[src/rtl/ifm_pkg.sv]
// Shared state type and AXI4 constants for the instruction-memory fetch master.
package ifm_pkg;

  typedef enum logic [1:0] {
    IDLE,
    AR,
    R,
    DROP
  } ifm_state_e;

  localparam logic [1:0]  AXI_RESP_OKAY  = 2'b00;
  localparam logic [1:0]  AXI_BURST_INCR = 2'b01;
  localparam logic [2:0]  AXI_SIZE_WORD  = 3'b010;
  localparam logic [3:0]  AXI_LEN_SINGLE = 4'd0;
  localparam logic [31:0] NOP_INSTR      = 32'h0000_0013;

endpackage

[src/rtl/im_fetch_master_if.sv]
// AXI4 read-address and read-data channels between the fetch master and instruction memory.
interface im_fetch_master_if #(
  parameter int ID_W = 4
);

  logic [ID_W-1:0] ARID;
  logic [31:0]     ARADDR;
  logic [3:0]      ARLEN;
  logic [2:0]      ARSIZE;
  logic [1:0]      ARBURST;
  logic            ARVALID;
  logic            ARREADY;

  logic [ID_W-1:0] RID;
  logic [31:0]     RDATA;
  logic [1:0]      RRESP;
  logic            RLAST;
  logic            RVALID;
  logic            RREADY;

  modport master (
    output ARID, ARADDR, ARLEN, ARSIZE, ARBURST, ARVALID, RREADY,
    input  ARREADY, RID, RDATA, RRESP, RLAST, RVALID
  );

  modport slave (
    input  ARID, ARADDR, ARLEN, ARSIZE, ARBURST, ARVALID, RREADY,
    output ARREADY, RID, RDATA, RRESP, RLAST, RVALID
  );

endinterface

[src/rtl/ifm_perf_cnt.sv]
// Fetch and stall event counters; only built when IFM_PERF_CNT_EN is defined.
`ifdef IFM_PERF_CNT_EN
module ifm_perf_cnt (
  input  logic        clk,
  input  logic        rst,
  input  logic        fetch_pulse,
  input  logic        stall,
  output logic [31:0] perf_fetch_cnt,
  output logic [31:0] perf_stall_cnt
);

  // Free-running counters that simply wrap at 2^32.
  always_ff @(posedge clk or posedge rst) begin
    if (rst) begin
      perf_fetch_cnt <= '0;
      perf_stall_cnt <= '0;
    end else begin
      if (fetch_pulse) perf_fetch_cnt <= perf_fetch_cnt + 32'd1;
      if (stall)       perf_stall_cnt <= perf_stall_cnt + 32'd1;
    end
  end

endmodule
`endif

[src/rtl/im_fetch_master.sv]
// Turns the IF program counter into single-beat AXI4 reads and returns the word to IF.
// Define IFM_PERF_CNT_EN to add the perf_fetch_cnt / perf_stall_cnt outputs.
module im_fetch_master #(
  parameter int              ID_W      = 4,
  parameter logic [ID_W-1:0] AXI_ID    = '0,
  parameter logic [31:0]     NOP_INSTR = ifm_pkg::NOP_INSTR
) (
  input  logic        clk,
  input  logic        rst,
  input  logic [31:0] pc,
  input  logic        fetch_req,
  input  logic        redirect,
  output logic [31:0] instr_out,
  output logic        instr_valid,
  output logic        fetch_stall,
  output logic        bus_err,
`ifdef IFM_PERF_CNT_EN
  output logic [31:0] perf_fetch_cnt,
  output logic [31:0] perf_stall_cnt,
`endif
  im_fetch_master_if.master axi
);
  import ifm_pkg::*;

  ifm_state_e  state_q, state_d;
  logic        stale_q, stale_d;
  logic [31:0] araddr_q, araddr_d;
  logic [31:0] instr_d;
  logic        valid_d, err_d;
  logic        last_beat;
  logic        unused_rid;

  assign unused_rid = ^axi.RID;
  assign last_beat  = axi.RVALID && axi.RLAST;

  assign axi.ARID    = AXI_ID;
  assign axi.ARADDR  = araddr_q;
  assign axi.ARLEN   = AXI_LEN_SINGLE;
  assign axi.ARSIZE  = AXI_SIZE_WORD;
  assign axi.ARBURST = AXI_BURST_INCR;
  assign axi.ARVALID = (state_q == AR);
  assign axi.RREADY  = (state_q == R) || (state_q == DROP);

  // The delivery cycle itself releases the stall so IF captures instr_out and advances.
  assign fetch_stall = (state_q != IDLE) || (fetch_req && !instr_valid);

  always_ff @(posedge clk or posedge rst) begin
    if (rst) begin
      state_q     <= IDLE;
      stale_q     <= 1'b0;
      araddr_q    <= '0;
      instr_out   <= '0;
      instr_valid <= 1'b0;
      bus_err     <= 1'b0;
    end else begin
      state_q     <= state_d;
      stale_q     <= stale_d;
      araddr_q    <= araddr_d;
      instr_out   <= instr_d;
      instr_valid <= valid_d;
      bus_err     <= err_d;
    end
  end

  // ARVALID is never withdrawn once raised; a redirect in AR only marks the read stale.
  always_comb begin
    state_d  = state_q;
    stale_d  = stale_q;
    araddr_d = araddr_q;
    instr_d  = instr_out;
    valid_d  = 1'b0;
    err_d    = 1'b0;
    case (state_q)
      IDLE: begin
        if (fetch_req && !instr_valid && !redirect) begin
          araddr_d = {pc[31:2], 2'b00};
          state_d  = AR;
        end
      end
      AR: begin
        if (redirect) stale_d = 1'b1;
        if (axi.ARREADY) state_d = (redirect || stale_q) ? DROP : R;
      end
      R: begin
        if (last_beat) begin
          if (!redirect && !stale_q) begin
            instr_d = (axi.RRESP == AXI_RESP_OKAY) ? axi.RDATA : NOP_INSTR;
            valid_d = 1'b1;
            err_d   = (axi.RRESP != AXI_RESP_OKAY);
          end
          stale_d = 1'b0;
          state_d = IDLE;
        end else if (redirect) begin
          state_d = DROP;
        end
      end
      DROP: begin
        if (last_beat) begin
          stale_d = 1'b0;
          state_d = IDLE;
        end
      end
      default: state_d = IDLE;
    endcase
  end

`ifdef IFM_PERF_CNT_EN
  ifm_perf_cnt u_perf_cnt (
    .clk            (clk),
    .rst            (rst),
    .fetch_pulse    (instr_valid),
    .stall          (fetch_stall),
    .perf_fetch_cnt (perf_fetch_cnt),
    .perf_stall_cnt (perf_stall_cnt)
  );
`endif

endmodule

[src/flat_wrapper.sv]
// flat-port wrapper written by rule: the top's interface ports become plain ports
module im_fetch_master_flat import ifm_pkg::*;
#(
  parameter int              ID_W      = 4,
  parameter logic [ID_W-1:0] AXI_ID    = '0,
  parameter logic [31:0]     NOP_INSTR = ifm_pkg::NOP_INSTR
)
  (clk, rst, pc, fetch_req, redirect, instr_out, instr_valid, fetch_stall, bus_err, axi_ARID, axi_ARADDR, axi_ARLEN, axi_ARSIZE, axi_ARBURST, axi_ARVALID, axi_RREADY, axi_ARREADY, axi_RID, axi_RDATA, axi_RRESP, axi_RLAST, axi_RVALID);
  im_fetch_master_if #(.ID_W(ID_W)) axi_i ();
  input  logic clk;
  input  logic rst;
  input  logic [31:0] pc;
  input  logic fetch_req;
  input  logic redirect;
  output logic [31:0] instr_out;
  output logic instr_valid;
  output logic fetch_stall;
  output logic bus_err;
  output wire logic [$bits(axi_i.ARID)-1:0] axi_ARID;
  output wire logic [$bits(axi_i.ARADDR)-1:0] axi_ARADDR;
  output wire logic [$bits(axi_i.ARLEN)-1:0] axi_ARLEN;
  output wire logic [$bits(axi_i.ARSIZE)-1:0] axi_ARSIZE;
  output wire logic [$bits(axi_i.ARBURST)-1:0] axi_ARBURST;
  output wire logic [$bits(axi_i.ARVALID)-1:0] axi_ARVALID;
  output wire logic [$bits(axi_i.RREADY)-1:0] axi_RREADY;
  input wire logic [$bits(axi_i.ARREADY)-1:0] axi_ARREADY;
  input wire logic [$bits(axi_i.RID)-1:0] axi_RID;
  input wire logic [$bits(axi_i.RDATA)-1:0] axi_RDATA;
  input wire logic [$bits(axi_i.RRESP)-1:0] axi_RRESP;
  input wire logic [$bits(axi_i.RLAST)-1:0] axi_RLAST;
  input wire logic [$bits(axi_i.RVALID)-1:0] axi_RVALID;
  assign axi_ARID = axi_i.ARID;
  assign axi_ARADDR = axi_i.ARADDR;
  assign axi_ARLEN = axi_i.ARLEN;
  assign axi_ARSIZE = axi_i.ARSIZE;
  assign axi_ARBURST = axi_i.ARBURST;
  assign axi_ARVALID = axi_i.ARVALID;
  assign axi_RREADY = axi_i.RREADY;
  assign axi_i.ARREADY = axi_ARREADY;
  assign axi_i.RID = axi_RID;
  assign axi_i.RDATA = axi_RDATA;
  assign axi_i.RRESP = axi_RRESP;
  assign axi_i.RLAST = axi_RLAST;
  assign axi_i.RVALID = axi_RVALID;
  im_fetch_master #(.ID_W(ID_W), .AXI_ID(AXI_ID), .NOP_INSTR(NOP_INSTR)) u_core (.clk(clk), .rst(rst), .pc(pc), .fetch_req(fetch_req), .redirect(redirect), .instr_out(instr_out), .instr_valid(instr_valid), .fetch_stall(fetch_stall), .bus_err(bus_err), .axi(axi_i));
endmodule
[config.mk]
export PLATFORM = sky130hd
export DESIGN_NAME = im_fetch_master_flat
export DESIGN_NICKNAME = d
export VERILOG_FILES = /design/src/rtl/ifm_pkg.sv /design/src/rtl/im_fetch_master_if.sv /design/src/rtl/ifm_perf_cnt.sv /design/src/rtl/im_fetch_master.sv /design/src/flat_wrapper.sv
export SDC_FILE = /design/constraint.sdc
export NUM_CORES = 1
export LEC_CHECK = 0
export BUFFER_PORTS_ARGS = -buffer_cell sky130_fd_sc_hd__buf_2
export CORE_ASPECT_RATIO = 1.5
export CORE_UTILIZATION = 35
export CTS_CLUSTER_DIAMETER = 80
export DETAILED_ROUTE_END_ITERATION = 12
export HOLD_SLACK_MARGIN = 0.03
export PLACE_DENSITY = 0.65
export SLEW_MARGIN = 20
export SYNTH_ARGS = -nofsm -noshare
export SYNTH_HDL_FRONTEND = slang
export SYNTH_SLANG_ARGS = --single-unit
[constraint.sdc]
create_clock -name clk -period 3.08 [get_ports clk]
set_input_delay 0.77 -clock clk [delete_from_list [all_inputs] [get_ports clk]]
set_output_delay 0.77 -clock clk [all_outputs]
set_load 0.02 [all_outputs]
Word level (Yosys, flattened, before mapping). Index checks and enable logic that the tools add are counted.

Logic and storage cells: 52. Memories kept: 0. Bits in read-only memories: 0. Memory bits (writable): 0. Output and inout port bits: 82. Register bits after elaboration: 67. Bits of input ports: 77. Latch bits: 0.

Bitwise logic cells: 0. Muxes and demuxes: 17. Shifts and indexed selects: 0. Div/mod/pow operators: 0. Reduce and logical (&&, ||, !) cells: 20. Multiply operators: 0. Equal/unequal tests: 9. Magnitude comparators: 0. Add/sub/neg operators: 0.

Operators by type and width (number): two-way mux 32 bit (1); two-way mux 2 bit (5); two-way mux 1 bit (9); inequality test 2 x 1 -> 1 bit (second input constant) (4); one-hot mux 2 bit (4 select lines) (1); AND reduction 3 bit (2); nonzero test 2 bit (3); equality test 2 bit (second input constant) (2); logical AND 1 bit (4); zero test 2 bit (2); AND reduction 4 bit (1); zero test 1 bit (3); logical OR 1 bit (3); inequality test 3 x 2 -> 1 bit (second input constant) (1); equality test 2 x 1 -> 1 bit (second input constant) (1); inequality test 2 bit (second input constant) (1); one-hot mux 1 bit (2 select lines) (1); AND reduction 2 bit (1); OR reduction 2 bit (1).

Longest topological paths before layout.
Depth in word-level cells: 5. Gate-level depth with buffers: 5. Depth with buffers taken out: 3.

Worst setup path after synthesis. Ideal clock, no wire load.

Path type: input-to-output. From: in fetch_req. To: out fetch_stall. Stages on the path: 2. Data arrival time: 1.265 ns. Data required time: 2.310 ns. Path slack: 1.045 ns. Path buffers: 0. Path through: inv_1 -> o21ai_0.

Word-level cells in the longest chain between the ends: 2.

Ends and longest elaborated chain: from (decl) (line flat_wrapper.sv:13) `input logic fetch_req;`; logical AND 1 bit (line im_fetch_master.sv:45) `assign fetch_stall = (state_q != IDLE) || (fetch_req && !instr_valid);`; logical OR 1 bit (line im_fetch_master.sv:45); to (decl) (line flat_wrapper.sv:17) `output logic fetch_stall;`.

No other way between the ends.

Worst setup path in the final report.
From: in axi_RVALID. To: reg u_core.instr_out[15].

Word-level cells in the longest chain between the ends: 2.

Ends and longest elaborated chain: from (decl) (line flat_wrapper.sv:31) `input wire logic [$bits(axi_i.RVALID)-1:0] axi_RVALID;`; logical AND 1 bit (line im_fetch_master.sv:34) `assign last_beat = axi.RVALID && axi.RLAST;`; AND reduction 3 bit (no line); to (signal assigned) (line im_fetch_master.sv:59) `instr_out <= instr_d;`; to (decl) (line im_fetch_master.sv:13) `output logic [31:0] instr_out,`.

No other way between the ends. A chain may end at the register's enable or synchronous reset.

==> impl_metrics.toml <==
[floorplanning]
die-area_sq_um = 8680
rows = 40
ios = 159
start_util_pct = 36.3
coreArea_sq_um = 8010
die-width_um = 76.4
die_y_um = 114

[clock_network]
hold_buffers = 0
h-tree-depth = 3
clock-root-buffer = "clkbuf_16"
cts_tree = "yes"
postCtsSetupBuffers = 0
insertion_delay_ns = 0.32
clockBufferDepth = 2
cts_buffers = 9
clk_pin_slew_ns = 0.05
cts.sinks = 67
cts_resized = 0

[worst_hold_path]
hp-class = "register to register"
min_to = "u_core.axi.ARADDR[28]"
holdCritStartpoint = "u_core.axi.ARADDR[28]"
hold_path_depth = 1

[setup_path]
timing.rr.start = "u_core.state_q[1]"
worstPathArrival_ns = 2.32
cp_top_family = "simple AND/OR/NAND/NOR gates"
crit_buf_inv = 2
crit_path_cell_trace = "buf_2 -> nand3_1 -> or4_2 -> buf_4 -> mux2i_1"
critical_path_required_ns = 3.27
r2r_slack_ns = 1.02
cp_max_fo = 20
r2r_end = "u_core.instr_out[15]"
worst_setup_path_start_kind = "primary input"
slowest_stage = "or4_2"
reg2reg_depth = 4
cp-end-kind = "register"
critPathKind = "primary input to register"
max_stage_delay_ns = 0.83

[power_and_ir_drop]
p_per_area_nw_per_um2 = 1070
leakage_nw = 2.27
finalPower_w = 0.00424
peakVddDrop_v = 0.000470

[logic_synthesis]
syn_area_sq_um = 2910
synth_flop_cell = "dfrtp_1"
yosys.area.top_type = "dfrtp_1"
synth_edf_count = 0
synth_top_cell_area_share_pct = 57.7
synth_area_leaders = "dfrtp_1 (58%), mux2_2 (13%), mux2i_1 (10%)"
ys_top_cells_by_count = "dfrtp_1 (67), mux2_2 (33), nand2_1 (33)"
synth_cells = 239
async_flop_share_pct = 100
yosysWarnings = 0
yosysUniqueCellTypes = 24
synth.most_common_cell = "dfrtp_1"
synth_seq_cells = 67
synth.avg_cell_area_sq_um = 12.2
ys_seq_area_share_pct = 57.7

[placement]
place.port_buffers = 137
gp_congestion = 0.677
place_inst = 473
place_area_sq_um = 3610
hpwl_um = 4290

[timing]
fin_skew_ns = 0.00573
rsz0062_at_grt = "false"
min_period_ns = 2.13
setup_violations = 0
fin_crit_sh_pct = 69.0
holdWs_ns = 0.496
max_freq_mhz = 470
slew_violations = 0
tns_ns = 0
hold_viol = 0

[flow_run]
cap_violations = 0

[global_route]
grt_pass1_wl_um = 9620
gr-max-usage-layer = "met2"
grt_util_met2_pct = 25.3
grt_antenna_before_repair = 0
grt_use_met1_pct = 15.9
grt_pass1_vias = 2022
overflow = 0
grt_max_degree = 68
grtUsageMet3_pct = 2.96
track_usage_pct = 14.4

[detailed_routing]
wl_per_cell_um = 11.9
route.detailed.drc = 0
ant_nets = 0
drt_wl_total_um = 5800
via_per_inst = 4.29
initialDrtViolationCount = 92
vias = 2099
drt_pass1_iterations = 4

[final_layout]
final_area_sq_um = 3960
drive_above_1_share_pct = 51.0
nNetsFinal = 456
diodes = 0
area_growth_syn_to_layout_pct = 36.3
final_cells = 489

[status]
run_status = "complete, no violations"
power breakdown:
group          switching, W  internal [W]
logic              0.000950      0.000630
registers          0.000207       0.00130
clock network      0.000352      0.000796
total               0.00151       0.00273
kinds of logic after synthesis:
| family | after synthesis | share of synthesized area (%) |
|---|---|---|
| DFF | 67 | 57.7 |
| muxes | 62 | 22.8 |
| buffers and inverters | 58 | 11.5 |
| and+or+nand+nor | 45 | 6.59 |
| AOI/OAI and AO/OA | 5 | 1.16 |
| other | 2 | 0.258 |
stage by stage:
stage	worst slack, ns	util (%)
after floorplan	0.627	-
after global placement	0.619	45.1
after detailed placement	0.590	45.1
after CTS	0.935	49.4
after global routing	0.880	49.4
final	0.954	49.4
layout by cell type (no fill, tap or decap):
cell | synthesis | final
buf_2 | 3 | 137
dfrtp_1 | 67 | 67
nand2_1 | 33 | 33
mux2_2 | 33 | 33
inv_1 | 32 | 31
mux2i_1 | 29 | 29
conb_1 | 2 | 15
clkbuf_16 | 0 | 9
clkbuf_8 | 0 | 4
buf_4 | 15 | 4
nor2_1 | 4 | 3
or3_1 | 3 | 3
o21ai_0 | 2 | 2
bufinv_16 | 0 | 2
nor2_2 | 0 | 1
nand3_1 | 1 | 1
or4_2 | 0 | 1
nor3b_1 | 1 | 1
and2b_2 | 1 | 1
inv_2 | 0 | 1
a22o_2 | 1 | 1
nor3_1 | 1 | 1
o21bai_1 | 1 | 1
o22ai_1 | 1 | 1
clkinvlp_4 | 0 | 1
buf_12 | 2 | 1
area by class of cell:
cell class                 instances  area, sq um
clock buffer                      13          280
fill                             745         4050
clock inverter                     3         67.6
tap                              105          131
timing repair buffer             142          736
inverter                          32          120
multi-input combinational        127          947
sequential                        67         1680
how the worst max path moves through the flow:
| stage | start | depth (start not counted) | to | slack, ns |
|---|---|---|---|---|
| floorplan | rst | 1 | u_core.axi.ARADDR[10] | 0.63 |
| global placement | axi_RVALID | 5 | u_core.instr_out[8] | 0.62 |
| detailed placement | axi_RVALID | 5 | u_core.instr_out[6] | 0.59 |
| CTS | axi_RVALID | 5 | u_core.instr_out[6] | 0.94 |
| global route | axi_RVALID | 5 | u_core.instr_out[12] | 0.88 |
| finish | axi_RVALID | 5 | u_core.instr_out[15] | 0.95 |
registers in the layout (all words and copies together) (netlist names):
signal	count
u_core.state_q	2
u_core.axi.ARADDR	30
u_core.bus_err	1
u_core.instr_valid	1
u_core.instr_out	32
u_core.stale_q	1
layer usage:
| layer | vias to the layer above | part of all wire (%) |
|---|---|---|
| li1 | 1008 | - |
| met1 | 994 | 39 |
| met2 | 86 | 53 |
| met3 | 11 | 5.6 |
| met4 | 0 | 2.6 |
| met5 | - | 0 |
No activity file was read; power rests on OpenSTA's default activity.
